`src/rtl/pe_l2_port_arbiter.sv`:
```
// Round-robin arbiter sharing one L2 SRAM port between the W, I and O operand
// streams, with burst locking and read-response routing back to the issuer.
module pe_l2_port_arbiter #(
  parameter int ADDR_W = 16,
  parameter int DATA_W = 8,
  parameter int LEN_W  = 8,
  parameter int RD_LAT = 2
) (
  input  logic                  clk,
  input  logic                  arst_n,
  input  logic [2:0]            req_vld,
  output logic [2:0]            req_rdy,
  input  logic [2:0]            req_we,
  input  logic [3*ADDR_W-1:0]   req_addr,
  input  logic [3*DATA_W-1:0]   req_wdat,
  input  logic [3*LEN_W-1:0]    req_len,
  output logic                  mem_vld,
  input  logic                  mem_rdy,
  output logic                  mem_we,
  output logic [ADDR_W-1:0]     mem_addr,
  output logic [DATA_W-1:0]     mem_wdat,
  input  logic [DATA_W-1:0]     mem_rdat,
  output logic [2:0]            rsp_vld,
  output logic [DATA_W-1:0]     rsp_dat,
  output logic [1:0]            owner,
  output logic                  busy
);

  typedef enum logic {IDLE = 1'b0, HOLD = 1'b1} state_t;

  state_t            state_q, state_d;
  logic [1:0]        rr_ptr_q, rr_ptr_d;
  logic [1:0]        owner_q, owner_d;
  logic [LEN_W-1:0]  cnt_q, cnt_d;

  logic [1:0]        cand0, cand1, cand2;
  logic [1:0]        gnt;
  logic              gnt_any;
  logic              sel_vld, sel_we;
  logic [ADDR_W-1:0] sel_addr;
  logic [DATA_W-1:0] sel_wdat;
  logic [LEN_W-1:0]  sel_len, eff_len;
  logic              hs;

  logic              vld_p [RD_LAT];
  logic [1:0]        id_p  [RD_LAT];

  function automatic logic [1:0] inc3(input logic [1:0] x);
    return (x == 2'd2) ? 2'd0 : x + 2'd1;
  endfunction

  assign cand0 = rr_ptr_q;
  assign cand1 = inc3(cand0);
  assign cand2 = inc3(cand1);

  // Grant: registered owner while holding, else first valid from rr_ptr
  always_comb begin
    gnt     = 2'd3;
    gnt_any = 1'b0;
    if (state_q == HOLD) begin
      gnt     = owner_q;
      gnt_any = 1'b1;
    end else if (req_vld[cand0]) begin
      gnt     = cand0;
      gnt_any = 1'b1;
    end else if (req_vld[cand1]) begin
      gnt     = cand1;
      gnt_any = 1'b1;
    end else if (req_vld[cand2]) begin
      gnt     = cand2;
      gnt_any = 1'b1;
    end
  end

  always_comb begin
    sel_vld  = 1'b0;
    sel_we   = 1'b0;
    sel_addr = '0;
    sel_wdat = '0;
    sel_len  = '0;
    case (gnt)
      2'd0: begin
        sel_vld  = req_vld[0];
        sel_we   = req_we[0];
        sel_addr = req_addr[0*ADDR_W +: ADDR_W];
        sel_wdat = req_wdat[0*DATA_W +: DATA_W];
        sel_len  = req_len[0*LEN_W +: LEN_W];
      end
      2'd1: begin
        sel_vld  = req_vld[1];
        sel_we   = req_we[1];
        sel_addr = req_addr[1*ADDR_W +: ADDR_W];
        sel_wdat = req_wdat[1*DATA_W +: DATA_W];
        sel_len  = req_len[1*LEN_W +: LEN_W];
      end
      2'd2: begin
        sel_vld  = req_vld[2];
        sel_we   = req_we[2];
        sel_addr = req_addr[2*ADDR_W +: ADDR_W];
        sel_wdat = req_wdat[2*DATA_W +: DATA_W];
        sel_len  = req_len[2*LEN_W +: LEN_W];
      end
      default: ;
    endcase
  end

  // Outputs are forced quiet while reset is asserted, even though they are combinational
  always_comb begin
    req_rdy  = 3'b000;
    mem_vld  = arst_n & sel_vld;
    mem_we   = sel_we;
    mem_addr = sel_addr;
    mem_wdat = sel_wdat;
    owner    = (arst_n && gnt_any) ? gnt : 2'd3;
    busy     = (state_q == HOLD);
    hs       = arst_n & sel_vld & mem_rdy;
    if (arst_n && gnt_any) req_rdy[gnt] = mem_rdy;
  end

  assign eff_len = (sel_len == '0) ? LEN_W'(1) : sel_len;

  always_comb begin
    state_d  = state_q;
    rr_ptr_d = rr_ptr_q;
    owner_d  = owner_q;
    cnt_d    = cnt_q;
    case (state_q)
      IDLE: begin
        if (gnt_any) begin
          if (hs) begin
            if (eff_len == LEN_W'(1)) begin
              rr_ptr_d = inc3(gnt);
            end else begin
              state_d = HOLD;
              owner_d = gnt;
              cnt_d   = eff_len - LEN_W'(1);
            end
          end else begin
            // Pending first beat: lock the grant so the beat cannot be stolen
            state_d = HOLD;
            owner_d = gnt;
            cnt_d   = eff_len;
          end
        end
      end
      HOLD: begin
        if (hs) begin
          cnt_d = cnt_q - LEN_W'(1);
          if (cnt_q == LEN_W'(1)) begin
            state_d  = IDLE;
            rr_ptr_d = inc3(owner_q);
          end
        end
      end
      default: state_d = IDLE;
    endcase
  end

  always_ff @(posedge clk or negedge arst_n) begin
    if (!arst_n) begin
      state_q  <= IDLE;
      rr_ptr_q <= 2'd0;
      owner_q  <= 2'd3;
      cnt_q    <= '0;
    end else begin
      state_q  <= state_d;
      rr_ptr_q <= rr_ptr_d;
      owner_q  <= owner_d;
      cnt_q    <= cnt_d;
    end
  end

  // Response pipeline: stage 0 captures the issuing beat, stage RD_LAT-1 aligns with mem_rdat
  always_ff @(posedge clk or negedge arst_n) begin
    if (!arst_n) begin
      for (int i = 0; i < RD_LAT; i++) begin
        vld_p[i] <= 1'b0;
        id_p[i]  <= 2'd0;
      end
    end else begin
      vld_p[0] <= hs & ~sel_we;
      id_p[0]  <= gnt;
      for (int i = 1; i < RD_LAT; i++) begin
        vld_p[i] <= vld_p[i-1];
        id_p[i]  <= id_p[i-1];
      end
    end
  end

  assign rsp_vld = vld_p[RD_LAT-1] ? (3'b001 << id_p[RD_LAT-1]) : 3'b000;
  assign rsp_dat = mem_rdat;

endmodule

```
`config.mk`:
```
export PLATFORM = sky130hd
export DESIGN_NAME = pe_l2_port_arbiter
export DESIGN_NICKNAME = d
export VERILOG_FILES = /design/src/rtl/pe_l2_port_arbiter.sv
export SDC_FILE = /design/constraint.sdc
export NUM_CORES = 1
export LEC_CHECK = 0
export CAP_MARGIN = 20
export CORE_MARGIN = 1.5
export CORE_UTILIZATION = 36
export CTS_BUF_LIST = sky130_fd_sc_hd__clkbuf_8 sky130_fd_sc_hd__clkbuf_16
export DETAILED_ROUTE_END_ITERATION = 10
export PLACE_DENSITY_LB_ADDON = 0.12
export SETUP_SLACK_MARGIN = 0.02
export SYNTH_ARGS = -nofsm -noshare
export SYNTH_HDL_FRONTEND = slang
export SYNTH_SLANG_ARGS = --single-unit
```
`constraint.sdc`:
```
create_clock -name clk -period 3.96 [get_ports clk]
set_input_delay 0.594 -clock clk [delete_from_list [all_inputs] [get_ports clk]]
set_output_delay 0.594 -clock clk [all_outputs]
set_load 0.01 [all_outputs]
```
==> results of run 1 <==
==> layout by cell type, fill, tap and decap left out, types with 4 or more instances in the layout <==
cell,synthesis,routed
a21oi_1,7,7
buf_4,9,16
clkdlybuf4s50_1,0,139
dfrtp_1,17,17
ha_1,4,4
inv_1,7,8
mux2_2,4,4
mux2i_1,35,35
nand2_1,52,52
nand2b_1,5,5
nand3_1,6,6
nor2_1,10,10
nor3_1,10,10
o211ai_1,5,5
o21ai_0,39,39
or3_1,5,5
==> cells by family after synthesis <==
group                      share of synthesized area
and+or+nand+nor                                0.259
AOI/OAI and AO/OA                              0.227
muxes                                          0.181
buffers and inverters                         0.0750
DFF                                            0.219
xor gates and xnor gates                      0.0160
adders and majority gates                     0.0229
==> sequential cells by signal, indices dropped and copies added (netlist names) <==
name     cells
cnt_q        8
id_p         4
cand0        2
owner_q      2
vld_p        2
busy         1
==> area by class of cell <==
type / instances / area share
timing repair buffer: 157 / 0.415
clock inverter: 1 / 0.00100
clock buffer: 3 / 0.0110
sequential: 19 / 0.128
tap: 75 / 0.0251
inverter: 8 / 0.00802
multi-input combinational: 233 / 0.413
==> timing repair <==
item                                    in CTS  in global routing
hold buffers                                 0                  0
endpoints found under the setup margin       0                  1
resized for setup                            0                  1
==> routing by layer <==
metal / track usage / vias up / part of all wire
met5: 0 / - / 0
met4: 0.0759 / 0 / 0.022
met3: 0.0427 / 14 / 0.061
met2: 0.413 / 106 / 0.50
met1: 0.305 / 1259 / 0.42
li1: - / 1311 / -
==> worst paths after layout <==
check | startpoint | to | slack (ps) | cells after the start
max | req_vld[2] | cnt_q[0] | 260 | 14
min | id_p[2] | id_p[0] | 350 | 0
max reg2reg | cand0[0] | cnt_q[0] | 620 | 13
min reg2reg | id_p[2] | id_p[0] | 350 | 0
max in group asynchronous | arst_n | owner_q[0] | 2760 | 2
min in group asynchronous | arst_n | id_p[0] | 650 | 1
==> where the power goes <==
| part | leakage (nW) | total [mW] | internal [mW] | switching [mW] |
|---|---|---|---|---|
| logic | 1.31 | 1.36 | 0.703 | 0.652 |
| clock network | 0.0269 | 0.134 | 0.0690 | 0.0655 |
| registers | 0.220 | 0.291 | 0.250 | 0.0418 |
| total | 1.56 | 1.78 | 1.02 | 0.759 |
==> per-stage QoR <==
step / cell area [um2] / hold WS [ps] / worst slack [ps] / instances
floorplan: 2180 / 298 / 775 / 285
global placement: 3700 / 335 / 159 / 492
detailed placement: 3700 / 337 / 28.1 / 492
CTS: 3740 / 353 / 117 / 496
global route: 3740 / 370 / 50.0 / 496
finish: 3740 / 352 / 260 / 496
==> worst register-to-register path, cell delays in order, from the launching register on <==
cell,delay (ps)
dfrtp_1,460
nor4bb_2,220
o41ai_4,420
buf_12,320
inv_2,70
or3_1,340
a32oi_2,230
a31oi_1,180
inv_1,90
ha_1,180
nand4_2,140
nand3_1,140
mux2i_1,80
or3_1,370
==> impl_metrics.ini, run 1 <==
[timing]
maxSlewViolCount = 0
hold_viol = 0
rsz0062_at_grt = no
setup_viol = 0
finalCritPeriodShare = 0.934
final.min_clock_period_ps = 3700
fin_setup_tns_ps = 0
slew_headroom = 0.697
tightest_slew_ps = 454
max_freq_mhz = 270
skew_ps = 0.416

[setup_path]
critPathLaunchType = input port
max_stage_delay_ps = 480
crit_type = input port to flip-flop
worstPathMaxFanout = 41
worstPathRequired_ps = 4100
crit_chain = clkdlybuf4s50_1, nor4bb_2, o41ai_4, buf_12, inv_2, or3_1, a32oi_2, a31oi_1, inv_1, ha_1, nand4_2, nand3_1, mux2i_1, or3_1
worstPathBufferInverterCount = 4
arrival_ps = 3840
crit_family = simple AND/OR/NAND/NOR gates
critical-path-slowest-cell = clkdlybuf4s50_1
critPathMostFrequentCell = or3_1
endpoint_kind = flip-flop

[clock_network]
cts_made_buffers = 3
cts_buffer_depth = 2
root_buffer = clkbuf_8
clk_pin_slew_ps = 70
clk_latency_ps = 260
htree_num_levels = 1
cts_tree = built
cts_setup_buffers = 0
clkSinkCount = 19

[route]
routed_via_density = 5.42
drcViolationCount = 0
vias = 2690
drt_first_iter_violations = 107
drt.antenna.violating_nets = 0
wl_per_cell_um = 15.5
wirelength_mm = 7.71
first_pass_iters = 4

[logic_synthesis]
syn_area_um2 = 2180
dominantRegCellSynth = dfrtp_1
synth_edf_count = 0
synth_area_leaders = dfrtp_1, mux2i_1, o21ai_0
synth.cells.most_frequent = nand2_1, o21ai_0, mux2i_1, dfrtp_1
yosysMostFrequentCell = nand2_1
yosysWarningCount = 0
synthCells = 285
synthesis.nets = 402
synth_top_area_share = 0.195
syn_area_per_cell_um2 = 7.67
ys_seq_area_frac = 0.219
postSynth.asyncResetShare = 1.00
synth-seq-cells = 19
yosys.cell_types.count = 55
synth_top_area_cell = dfrtp_1

[layout]
nets = 539
final_util = 0.636
area_delta_synth_final_pct = 71.3
multi_input_area_um2 = 1540
nFillCells = 528
regArea_um2 = 478
diodes = 0
drive_above_1_share = 0.0879

[floorplanning]
io_pins = 156
coreArea_um2 = 5890
die_x_um = 80.9
die_h_um = 80.9
row_count = 28
dieArea_um2 = 6540
start_util = 0.371

[hold_path]
min_path_type = flip-flop to flip-flop

[place]
gp_congestion = 0.852
port_buffers = 139
dpl.hpwl_mm = 6.35

[global_route]
grt_pass1_vias = 2618
grt_pass1_wl_mm = 12.5
overflow = 0
antenna_found_initial = 0
grt_usage = 0.241
grt_max_degree = 42

[power_and_ir_drop]
ir_drop_v = 0.000228
static-leakage-power_nw = 1.56
total_power_mw = 1.78
p_per_area_nw_per_um2 = 476

[flow_run]
drv_cap = 0

[run_status]
run_status = completed
No activity file was read; power rests on OpenSTA's default activity.
==> run 2, diff against run 1 <==
--- a/config.mk
+++ b/config.mk
@@ -12,6 +12,7 @@
 export DETAILED_ROUTE_END_ITERATION = 10
 export PLACE_DENSITY_LB_ADDON = 0.12
 export SETUP_SLACK_MARGIN = 0.02
+export SLEW_MARGIN = 20
 export SYNTH_ARGS = -nofsm -noshare
 export SYNTH_HDL_FRONTEND = slang
 export SYNTH_SLANG_ARGS = --single-unit
==> results of run 2 <==
Same layout as run 1: the final DEF is identical, and so are final timing and power.
==> run 3, diff against run 2 <==
--- a/config.mk
+++ b/config.mk
@@ -11,6 +11,7 @@
 export CTS_BUF_LIST = sky130_fd_sc_hd__clkbuf_8 sky130_fd_sc_hd__clkbuf_16
 export DETAILED_ROUTE_END_ITERATION = 10
 export PLACE_DENSITY_LB_ADDON = 0.12
+export RECOVER_POWER = 50
 export SETUP_SLACK_MARGIN = 0.02
 export SLEW_MARGIN = 20
 export SYNTH_ARGS = -nofsm -noshare
==> run 3 against run 2 <==
  * Combinational power about the same
  * Clock power about the same
  * Global-route usage unchanged
  * Clock skew increased by 3.3 ps
  * Sequential cell count unchanged
  * Worst setup slack got worse by 10 ps
  * Critical endpoint is now mem_we
  * Largest power group unchanged
==> impl_metrics.ini, run 3 (synthesis results as in run 1) <==
[setup_path]
worstPathRequired_ps = 3370
endpoint_kind = output pin
reg2reg_from = cand0[0]
max_stage_delay_ps = 600
critPathLaunchType = input port
arrival_ps = 3120
r2r_setup_slack_ps = 620
critical-path-slowest-cell = clkdlybuf4s50_1
cp-startpoint = req_vld[1]
worstPathMaxFanout = 14
crit_type = input port to output pin
critPathMostFrequentCell = clkdlybuf4s50_1
crit_chain = clkdlybuf4s50_1, nor3b_1, o31ai_1, inv_1, clkbuf_1, o21ai_0, clkdlybuf4s50_1
r2r_cells = 13

[global_route]
grt_max_degree = 42
antenna_found_initial = 0
grt_pass1_wl_mm = 12.5
overflow = 0
grt_usage = 0.241
grt_pass1_vias = 2618

[power_and_ir_drop]
static-leakage-power_nw = 1.56
p_sw_frac = 0.428
p_comb_frac = 0.760
p_switching_uw = 757
p_int_mw = 1.01
ir_drop_v = 0.000228
p_clk_frac = 0.075
pwr-share-seq = 0.165
p_per_area_nw_per_um2 = 475

[layout]
regMostFlops = cnt_q
multi_input_area_um2 = 1540
regArea_um2 = 478
diodes = 0
area_delta_synth_final_pct = 70.6
drive_above_1_share = 0.0784
mostFrequentLayoutCell = clkdlybuf4s50_1
most-common-layout-cells = clkdlybuf4s50_1, nand2_1, o21ai_0, mux2i_1, dfrtp_1
largest_reg_flops = 8
reg_top3 = cnt_q x8, id_p x4
instances_no_fill = 496
nets = 539
nFillCells = 531

[place]
dpl.hpwl_mm = 6.35
dp.cells = 492
port_buffers = 139
gp_congestion = 0.852

[hold_path]
min_path_type = flip-flop to flip-flop
hp-start = id_p[2]
hold_depth = 0

[flow_run]
drv_cap = 0

[clock_network]
clk_pin_slew_ps = 70
htree_num_levels = 1
clkSinkCount = 19
cts_buffer_depth = 2
cts_made_buffers = 3
cts_setup_buffers = 0
root_buffer = clkbuf_8
cts_tree = built
clk_latency_ps = 260

[timing]
final.min_clock_period_ps = 3710
tightest_slew_ps = 887
hold_viol = 0
slew_headroom = 0.409
setup_viol = 0
maxSlewViolCount = 0
rsz0062_at_grt = no
max_freq_mhz = 269
skew_ps = 3.68
hold_ws_ps = 351
finalCritPeriodShare = 0.937
fin_setup_tns_ps = 0

[floorplanning]
io_pins = 156
start_util = 0.371
dieArea_um2 = 6540
row_count = 28
die_h_um = 80.9
coreArea_um2 = 5890
die_x_um = 80.9

[route]
drt.antenna.violating_nets = 0
drt_first_iter_violations = 105
drcViolationCount = 0
wirelength_mm = 7.70
wl_per_cell_um = 15.5
routed_via_density = 5.41
vias = 2682
first_pass_iters = 4

[run_status]
run_status = completed
run 3: final timing paths:
check,end
max,mem_we
min,id_p[0]
max reg2reg,cnt_q[0]
min reg2reg,id_p[0]
max in group asynchronous,cnt_q[7]
min in group asynchronous,vld_p[0]
run 3: critical path: cells and delay by family:
| family | cells | cell delay (ps) |
|---|---|---|
| AND/OR/NAND/NOR | 1 | 340 |
| AO/OA/AOI/OAI | 2 | 410 |
| buffers and inverters | 4 | 1770 |
run 3: power by group through the flow:
stage	Sequential [mW]	Combinational, mW	Clock [mW]
after detailed placement	0.295	1.35	0
after global placement	0.293	1.34	0
after CTS	0.291	1.37	0.136
after global routing	0.298	1.47	0.146
final	0.292	1.35	0.132
after floorplan	0.280	0.729	0
run 3: final cells by class:
| cell class | instances | share of cell area |
|---|---|---|
| clock buffers | 3 | 0.0111 |
| repair buffers | 157 | 0.412 |
| inverters | 8 | 0.00806 |
| multi-input cells | 233 | 0.414 |
| well taps | 75 | 0.0252 |
| flip-flops and latches | 19 | 0.128 |
| clock inverters | 1 | 0.00101 |
run 3: stage by stage:
stage	total power, mW	util	setup slack [ps]	cell area (um2)
finish	1.77	0.633	249	3730
global route	1.92	0.633	49.3	3730
CTS	1.79	0.636	117	3740
detailed placement	1.65	0.628	28.1	3700
global placement	1.64	0.628	159	3700
floorplan	1.01	-	775	2180
run 3: what timing repair did:
action	4_1_cts	5_1_grt
hold buffers	0	0
gates resized for setup	0	1
setup endpoints to repair	0	1
hold endpoints to repair	0	0
run 3: layer usage:
| metal | share of wire | track usage | up-vias |
|---|---|---|---|
| met2 | 0.50 | 0.413 | 105 |
| li1 | - | - | 1310 |
| met1 | 0.42 | 0.305 | 1253 |
| met5 | 0 | 0 | - |
| met3 | 0.059 | 0.0427 | 14 |
| met4 | 0.022 | 0.0759 | 0 |
